==> config.mk <==
export PLATFORM = sky130hd
export DESIGN_NAME = pwm_ramp_ctrl
export DESIGN_NICKNAME = d
export VERILOG_FILES = /design/src/rtl/pwm_pkg.sv /design/src/rtl/dead_timer.sv /design/src/rtl/pwm_ramp_ctrl.sv
export SDC_FILE = /design/constraint.sdc
export NUM_CORES = 1
export LEC_CHECK = 0
export ABC_AREA = 1
export CAP_MARGIN = 20
export CORE_UTILIZATION = 35
export DETAILED_ROUTE_END_ITERATION = 8
export PLACE_DENSITY_LB_ADDON = 0.08
export SYNTH_ARGS = -nofsm -noshare
export SYNTH_HDL_FRONTEND = slang
export SYNTH_SLANG_ARGS = --single-unit
==> constraint.sdc <==
create_clock -name clk -period 1.5 [get_ports clk]
set_clock_uncertainty 0.15 [all_clocks]
set_input_delay 0.3 -clock clk [delete_from_list [all_inputs] [get_ports clk]]
set_output_delay 0.3 -clock clk [all_outputs]
set_load 0.005 [all_outputs]
==> src/rtl/pwm_pkg.sv <==
// Shared types and default sizing for the H-bridge PWM sequencing controller.
package pwm_pkg;

  localparam int PWM_N            = 4;
  localparam int PWM_DEAD_PERIODS = 2;

  typedef enum logic [2:0] {
    IDLE,
    RAMP,
    HOLD,
    BRAKE,
    DEAD
  } ctrl_state_t;

  typedef enum logic {
    DIR_A = 1'b0,
    DIR_B = 1'b1
  } pwm_dir_t;

  function automatic logic is_busy(ctrl_state_t s);
    return (s == RAMP) || (s == BRAKE) || (s == DEAD);
  endfunction

endpackage

==> src/rtl/dead_timer.sv <==
// Loadable down-counter advanced by pwm_step; done pulses on the step that takes it from 1 to 0.
module dead_timer #(
  parameter int W = 2
) (
  input  logic         clk,
  input  logic         rst,
  input  logic         load,
  input  logic [W-1:0] load_val,
  input  logic         step,
  output logic         done
);

  logic [W-1:0] count;

  always_ff @(posedge clk) begin
    if (rst) begin
      count <= '0;
    end else if (load) begin
      count <= load_val;
    end else if (step && (count != '0)) begin
      count <= count - W'(1);
    end
  end

  assign done = step && !load && (count == W'(1));

endmodule

==> src/rtl/pwm_ramp_ctrl.sv <==
// Duty/direction/drive sequencer for the H-bridge PWM; reversals brake to zero and hold a dead time.
// Build option PWM_SOFTSTART_EN: duty ramps by RAMP_STEP per period; otherwise it jumps in one period.
//
// state | meaning
// IDLE  | drive off, duty 0
// RAMP  | duty moving toward the effective target
// HOLD  | duty settled on a nonzero target
// BRAKE | duty falling to 0 before a reversal
// DEAD  | drive off for DEAD_PERIODS periods
module pwm_ramp_ctrl
  import pwm_pkg::*;
#(
  parameter int N            = PWM_N,
  parameter int RAMP_STEP    = 1,
  parameter int DEAD_PERIODS = PWM_DEAD_PERIODS
) (
  input  logic         clk,
  input  logic         rst,
  input  logic         ena,
  input  logic         pwm_step,
  input  logic [N-1:0] target_duty,
  input  logic         target_dir,
  output logic [N-1:0] duty,
  output logic         dir,
  output logic         drive_ena,
  output logic         busy
);

  localparam int DW = $clog2(DEAD_PERIODS + 1);

  if (DEAD_PERIODS < 1) begin : g_dead_chk
    $fatal(1, "pwm_ramp_ctrl: DEAD_PERIODS must be at least 1");
  end
  if ((RAMP_STEP < 1) || (RAMP_STEP > (2 ** N) - 1)) begin : g_step_chk
    $fatal(1, "pwm_ramp_ctrl: RAMP_STEP out of range");
  end

  ctrl_state_t  state_q, state_d;
  logic [N-1:0] duty_q, duty_d;
  pwm_dir_t     dir_q, dir_d;
  logic         drv_q, drv_d;
  logic [N-1:0] eff, ramp_nx, brake_nx;
  pwm_dir_t     tdir;
  logic         tmr_load, tmr_step, tmr_done;

  assign eff  = ena ? target_duty : '0;
  assign tdir = pwm_dir_t'(target_dir);

`ifdef PWM_SOFTSTART_EN
  localparam logic [N:0] STEP_X = (N+1)'(RAMP_STEP);
  logic [N:0] ext_duty, ext_tgt;
  assign ext_duty = {1'b0, duty_q};
  assign ext_tgt  = {1'b0, eff};

  // One extra bit keeps sums/differences from wrapping; results saturate at the target or 0.
  always_comb begin
    ramp_nx  = eff;
    brake_nx = '0;
    if (ext_duty < ext_tgt) begin
      if (ext_duty + STEP_X < ext_tgt) ramp_nx = N'(ext_duty + STEP_X);
    end else if (ext_duty > ext_tgt + STEP_X) begin
      ramp_nx = N'(ext_duty - STEP_X);
    end
    if (ext_duty > STEP_X) brake_nx = N'(ext_duty - STEP_X);
  end
`else
  assign ramp_nx  = eff;
  assign brake_nx = '0;
`endif

  always_comb begin
    state_d  = state_q;
    duty_d   = duty_q;
    dir_d    = dir_q;
    drv_d    = drv_q;
    tmr_load = 1'b0;
    tmr_step = 1'b0;
    if (pwm_step) begin
      case (state_q)
        IDLE: begin
          if (eff != '0) begin
            dir_d   = tdir;
            drv_d   = 1'b1;
            duty_d  = ramp_nx;
            state_d = RAMP;
          end
        end
        RAMP, HOLD: begin
          if ((state_q == RAMP) || (eff != duty_q) || (tdir != dir_q)) begin
            if ((tdir != dir_q) && (duty_q != '0)) begin
              state_d = BRAKE;
            end else begin
              duty_d = ramp_nx;
              if (ramp_nx != eff) begin
                state_d = RAMP;
              end else if (eff != '0) begin
                state_d = HOLD;
              end else begin
                state_d = IDLE;
                drv_d   = 1'b0;
              end
            end
          end
        end
        BRAKE: begin
          duty_d = brake_nx;
          if (brake_nx == '0) begin
            drv_d    = 1'b0;
            tmr_load = 1'b1;
            state_d  = DEAD;
          end
        end
        DEAD: begin
          tmr_step = 1'b1;
          if (tmr_done) begin
            dir_d = tdir;
            if (eff != '0) begin
              drv_d   = 1'b1;
              state_d = RAMP;
            end else begin
              state_d = IDLE;
            end
          end
        end
        default: state_d = IDLE;
      endcase
    end
  end

  always_ff @(posedge clk) begin
    if (rst) begin
      state_q <= IDLE;
      duty_q  <= '0;
      dir_q   <= DIR_A;
      drv_q   <= 1'b0;
    end else begin
      state_q <= state_d;
      duty_q  <= duty_d;
      dir_q   <= dir_d;
      drv_q   <= drv_d;
    end
  end

  dead_timer #(
    .W(DW)
  ) u_dead_timer (
    .clk     (clk),
    .rst     (rst),
    .load    (tmr_load),
    .load_val(DW'(DEAD_PERIODS)),
    .step    (tmr_step),
    .done    (tmr_done)
  );

  assign duty      = duty_q;
  assign dir       = dir_q;
  assign drive_ena = drv_q;
  assign busy      = is_busy(state_q);

endmodule

==> out/metrics.yaml, run 1 <==
outcome:
  status: "complete, but fails checks"
  violations: "negative setup slack"
floorplan:
  core-area_mm2: 0.002276
  row_count: 17
  die_w_um: 51.85
  initial_core_util_pct: 38.21
  die_area_mm2: 0.002688
  io_pins: 16
  fp.dieH_um: 51.85
routing:
  drt_iter0_markers: 25
  drc_errors: 0
  wl_per_cell_um: 11.30
  first_pass_iters: 5
  vias: 1007
  wirelength_um: 2361
  antenna_left: 0
  routed-wl-met3_um: 131
  viasPerCell: 4.818
  met2_length_um: 1182
  routedLengthMet1_um: 1047
  highest_layer: "met3"
layout:
  fillers: 214
  nets: 193
  postLayoutCoreUtil_pct: 58.60
  insertedDiodeCount: 0
  stdcell_count: 209
  drive_gt1_share_pct: 44.20
  fin_area_mm2: 0.001334
  area_growth_pct: 53.38
global_route:
  grt_pass1_wl_um: 3781
  grt_usage_pct: 19.02
  grt-ovfl-total: 0
  grt_start_max_net_pins: 12
  antenna_found_initial: 0
  grt_pass1_vias: 893
sta:
  rsz0062_at_grt: "yes"
  period_minus_slack_ps: 1532
  whs_ps: 356.5
  setup_violations: 7
  setup_tns_ps: -135.8
  final_max_slew_viol_count: 0
  fmax_ghz: 0.6528
  worst-slew-pin-transition_ps: 219.6
  setup_ws_ps: -31.93
  finalHoldViolations: 0
  maxSlewHeadroom_pct: 85.36
  timing.final.crit_share_pct: 102.1
clock_tree:
  clk_pin_slew_ps: 80
  cts_tree: "built"
  ctsRootBufferMaster: "clkbuf_4"
  clockBufferDepth: 2
  hold_buffers: 0
  worstSkewPairLatency_ps: 270
  cts.sinks: 11
  cts_made_buffers: 3
  cts_max_level: 1
worst_setup_path:
  cp.arrival_ps: 1590
  reg2reg_slack_ps: -30
  worst-setup-path-type: "flip-flop to flip-flop"
  startpoint_type: "flip-flop"
  crit_fanout: 8
  worst-endpoint-required_ps: 1560
  end_kind: "flip-flop"
synthesis:
  yosysMostFrequentCell: "nand2_1"
  ys_seq_area_share_pct: 25.32
  synth_edf_count: 0
  syn_nets: 154
  syn_inst: 143
  ys_types: 22
  synth_area_leaders: "dfxtp_1 (25%), nand2_1 (21%), inv_1 (9.9%)"
  synth_area_um2: 869.6
  yosys.area.top_type_share_pct: 25.32
  yosysTopAreaCell: "dfxtp_1"
  synthArstFlopShare_pct: 0
  synth_seq_cells: 11
  syn_area_per_cell_um2: 6.081
  synthFlopType: "dfxtp_1"
  netlist_top_cells_count: "nand2_1 (49), inv_1 (23), nor2_1 (16)"
  yosys_warnings: 0
placement:
  post-dp-hpwl_um: 1821
  gp_congestion: 0.9525
  port_buffers: 15
  place_area_mm2: 0.001156
  placed_cells: 200
power_and_ir_drop:
  power_density_mw_per_mm2: 717.4
  vdd_drop_max_mv: 0.6992
  p_leak_nw: 0.6626
job:
  maxCapViolations: 0
worst_hold_path:
  hold_path_class: "flip-flop to flip-flop"
[worst paths after layout]
| check | startpoint | to | cells after the start |
|---|---|---|---|
| setup / recovery | state_q[2] | state_q[1] | 10 |
| setup reg to reg | state_q[2] | state_q[1] | 10 |
| hold / removal | u_dead_timer.count[0] | u_dead_timer.count[0] | 2 |
| hold reg to reg | u_dead_timer.count[0] | u_dead_timer.count[0] | 2 |
[worst max-delay path, stage by stage, from the launching register on]
cell and delay, ps:
dfxtp_4 360, inv_4 50, buf_6 90, nand2_2 40, nor2_2 110, nand2_2 70, nor2_4 120, nand3_4 140
nand3_4 130, nand2_2 70, a21oi_2 120
[power by group]
part,total [mW],switching (mW),internal (mW)
Sequential,0.339,0.0195,0.319
Clock,0.204,0.106,0.0988
Combinational,0.414,0.234,0.179
[per-layer routing]
metal	up-vias	GRT usage (%)
met5	-	0
met4	0	4.505
met3	0	5.848
met2	27	31.41
met1	458	23.85
li1	522	-
[kinds of logic (layout without fill, tap and decap cells)]
group           count (synthesis)  count (layout)  synth area share (%)
compound gates                 12              12                 8.777
buf+inv                        27              65                 12.52
xor+xnor                        1               1                 1.007
fa+ha+maj                       2               2                 2.877
flops                          11              11                 25.32
simple gates                   90              90                 49.50
[sequential cells by signal, summed over array words and instances (netlist names)]
| signal | flops |
|---|---|
| state_q | 3 |
| drive_ena | 1 |
| dir | 1 |
| u_dead_timer.count | 2 |
| duty | 4 |
[final cells by class]
type | instances | area [um^2] | area share, %
timing repair buffer | 35 | 290.3 | 21.76
inverter | 26 | 100.1 | 7.505
clock inverter | 1 | 5.005 | 0.3752
multi-input combinational | 105 | 649.4 | 48.69
tap | 28 | 35.03 | 2.627
clock buffer | 3 | 22.52 | 1.689
sequential | 11 | 231.5 | 17.35
[metrics by stage]
step	total power, mW	setup slack [ps]
floorplan	0.5462	161.1
global placement	0.6900	-525.2
detailed placement	0.6946	-563.5
CTS	0.9135	-120.0
global route	1.022	-135.1
finish	0.9569	-31.93
[cell usage in the layout (no fill, tap or decap), types with 6 or more instances in the layout]
master         Yosys  routed
buf_4              0      18
nor2_1            16       9
dfxtp_2            0       6
nand2_2            2      14
inv_2              2       9
inv_1             23      15
nand3_1           11       9
nor2_2             1       6
nand2_1           49      36
dlygate4sd2_1      0      11
[repair_timing]
| action | 4_1_cts | 5_1_grt |
|---|---|---|
| pin swaps | 9 | 18 |
| endpoints found under the setup margin | 16 | 12 |
| cloned | 0 | 0 |
| gates resized for setup | 29 | 41 |
| buffers inserted | 3 | 2 |
Power figures use the tool's default switching activity.
==> run 2, diff against run 1 <==
- CTS_BUF_LIST: unset -> sky130_fd_sc_hd__clkbuf_16
- GPL_TIMING_DRIVEN: unset -> 0
==> run 2 against run 1 <==
  * The run now ends clean
  * Sequential cell count unchanged
  * Non-clock buffer count down 12
  * Setup slack better by 66 ps
  * Largest cell class unchanged
  * Highest routed layer is now met4
==> out/metrics.yaml, run 2 (synthesized netlist as in run 1, its figures left out) <==
outcome:
  status: "finished clean"
layout:
  nets: 181
  fillers: 217
  seq_area_um2: 235.2
  insertedDiodeCount: 0
  area_growth_pct: 45.04
  multi_input_area_um2: 615.6
  drive_gt1_share_pct: 33.14
  fin_area_mm2: 0.001261
  largest_register_ffs: 4
  final_common_cell: "nand2_1"
  stdcell_count: 197
  final_cell_mix: "nand2_1 (40), inv_1 (18), nor2_1 (12), nand2_2 (11), dlygate4sd2_1 (11)"
power_and_ir_drop:
  vdd_drop_max_mv: 0.7133
  power_density_mw_per_mm2: 940.2
  finalPower_mw: 1.186
  swShare_pct: 31.12
  seq_power_share_pct: 29.3
  p_int_uw: 816.7
  pwr-share-comb_pct: 29.7
  p_leak_nw: 0.6243
  clkPwrFrac_pct: 41.0
  power.switching_uw: 369.1
placement:
  preCtsSetupSlack_ps: -440.3
  post-dp-hpwl_um: 1634
  gp_congestion: 0.7996
  port_buffers: 15
  place_area_mm2: 0.001055
  placed_cells: 186
worst_setup_path:
  cp.buffers_inverters: 2
  worst-endpoint-required_ps: 1480
  cp.arrival_ps: 1450
  worst-setup-path-type: "flip-flop to flip-flop"
  cpMaxStageDelayCell: "dfxtp_4"
  crit_fanout: 8
  startpoint_type: "flip-flop"
  max_stage_delay_ps: 360
  path_delay_family: "simple AND/OR/NAND/NOR gates"
  path_cells: "inv_4 > nand2_2 > nor2_2 > nand2_2 > nor2_4 > nand3_4 > nand3_4 > nand2_1 > inv_1 > nor2_1"
  end_kind: "flip-flop"
clock_tree:
  cts.sinks: 11
  worstSkewPairLatency_ps: 240
  clk_pin_slew_ps: 40
  cts_made_buffers: 3
  ctsRootBufferMaster: "clkbuf_16"
  cts_max_level: 1
  clockBufferDepth: 2
  hold_buffers: 0
  cts_tree: "built"
routing:
  first_pass_iters: 4
  wirelength_um: 2298
  viasPerCell: 4.863
  wl_per_cell_um: 11.66
  drc_errors: 0
  drt_iter0_markers: 35
  antenna_left: 0
  vias: 958
sta:
  fmax_ghz: 0.6823
  period_minus_slack_ps: 1466
  rsz0062_at_grt: "yes"
  maxSlewHeadroom_pct: 81.97
  setup_ws_ps: 34.41
  worst-slew-pin-transition_ps: 268.8
  final_max_slew_viol_count: 0
  setup_violations: 0
  setup_tns_ps: 0
  timing.final.crit_share_pct: 97.71
  finalHoldViolations: 0
global_route:
  grt_usage_pct: 19.22
  antenna_found_initial: 0
  grt_start_max_net_pins: 10
  grt-ovfl-total: 0
  grt_pass1_vias: 909
  grt_pass1_wl_um: 3795
floorplan:
  initial_core_util_pct: 38.21
  io_pins: 16
  die_area_mm2: 0.002688
  core-area_mm2: 0.002276
  fp.dieH_um: 51.85
  die_w_um: 51.85
  row_count: 17
worst_hold_path:
  hold_path_class: "primary input to flip-flop"
job:
  maxCapViolations: 0
-- run 2: final timing paths --
check | cells after the start | from | endpoint | slack (ps)
max reg2reg | 10 | state_q[2] | duty[1] | 30
min | 3 | pwm_step | state_q[2] | 320
min reg2reg | 2 | dir | dir | 350
max | 10 | state_q[2] | duty[1] | 30
-- run 2: power by group through the flow --
stage               logic [mW]  clock network (mW)  registers (mW)
finish                   0.352               0.487           0.347
global route             0.399               0.509           0.350
CTS                      0.323               0.497           0.347
detailed placement       0.310                   0           0.347
global placement         0.306                   0           0.346
floorplan                0.203                   0           0.344
-- run 2: repair_timing --
item,in CTS,in global routing
endpoints found under the hold margin,0,0
gates resized for setup,36,20
buffers inserted,3,4
pin swaps,9,13
setup endpoints to repair,16,11
-- run 2: metal layers --
layer	share of wire, %	global-route usage, %	routed length, um	vias up
met2	52	31.62	1184	13
met4	1.4	9.910	33	0
met3	2.1	3.801	48	5
met1	45	23.39	1031	439
met5	0	0	0	-
li1	-	-	-	501
-- run 2: per-stage QoR --
step / hold slack, ps / util [%]
after floorplan: 219.1 / -
after global placement: 342.0 / 46.34
after detailed placement: 360.1 / 46.34
after CTS: 348.8 / 52.72
after global routing: 351.7 / 55.42
final: 321.6 / 55.42
-- run 2: final cells by class --
class                      instances  share of cell area (%)
buffer                             1                  0.8929
clock buffer                       3                   5.952
clock inverter                     1                  0.3968
inverter                          26                   8.135
multi-input combinational        105                   48.81
sequential                        11                   18.65
tap                               28                   2.778
timing repair buffer              22                   14.38
-- run 2: worst register-to-register path, cell delays in order (launching register included) --
cell and delay [ps]:
dfxtp_4 360, inv_4 80, nand2_2 50, nor2_2 120, nand2_2 70, nor2_4 90
nand3_4 140, nand3_4 150, nand2_1 60, inv_1 50, nor2_1 30
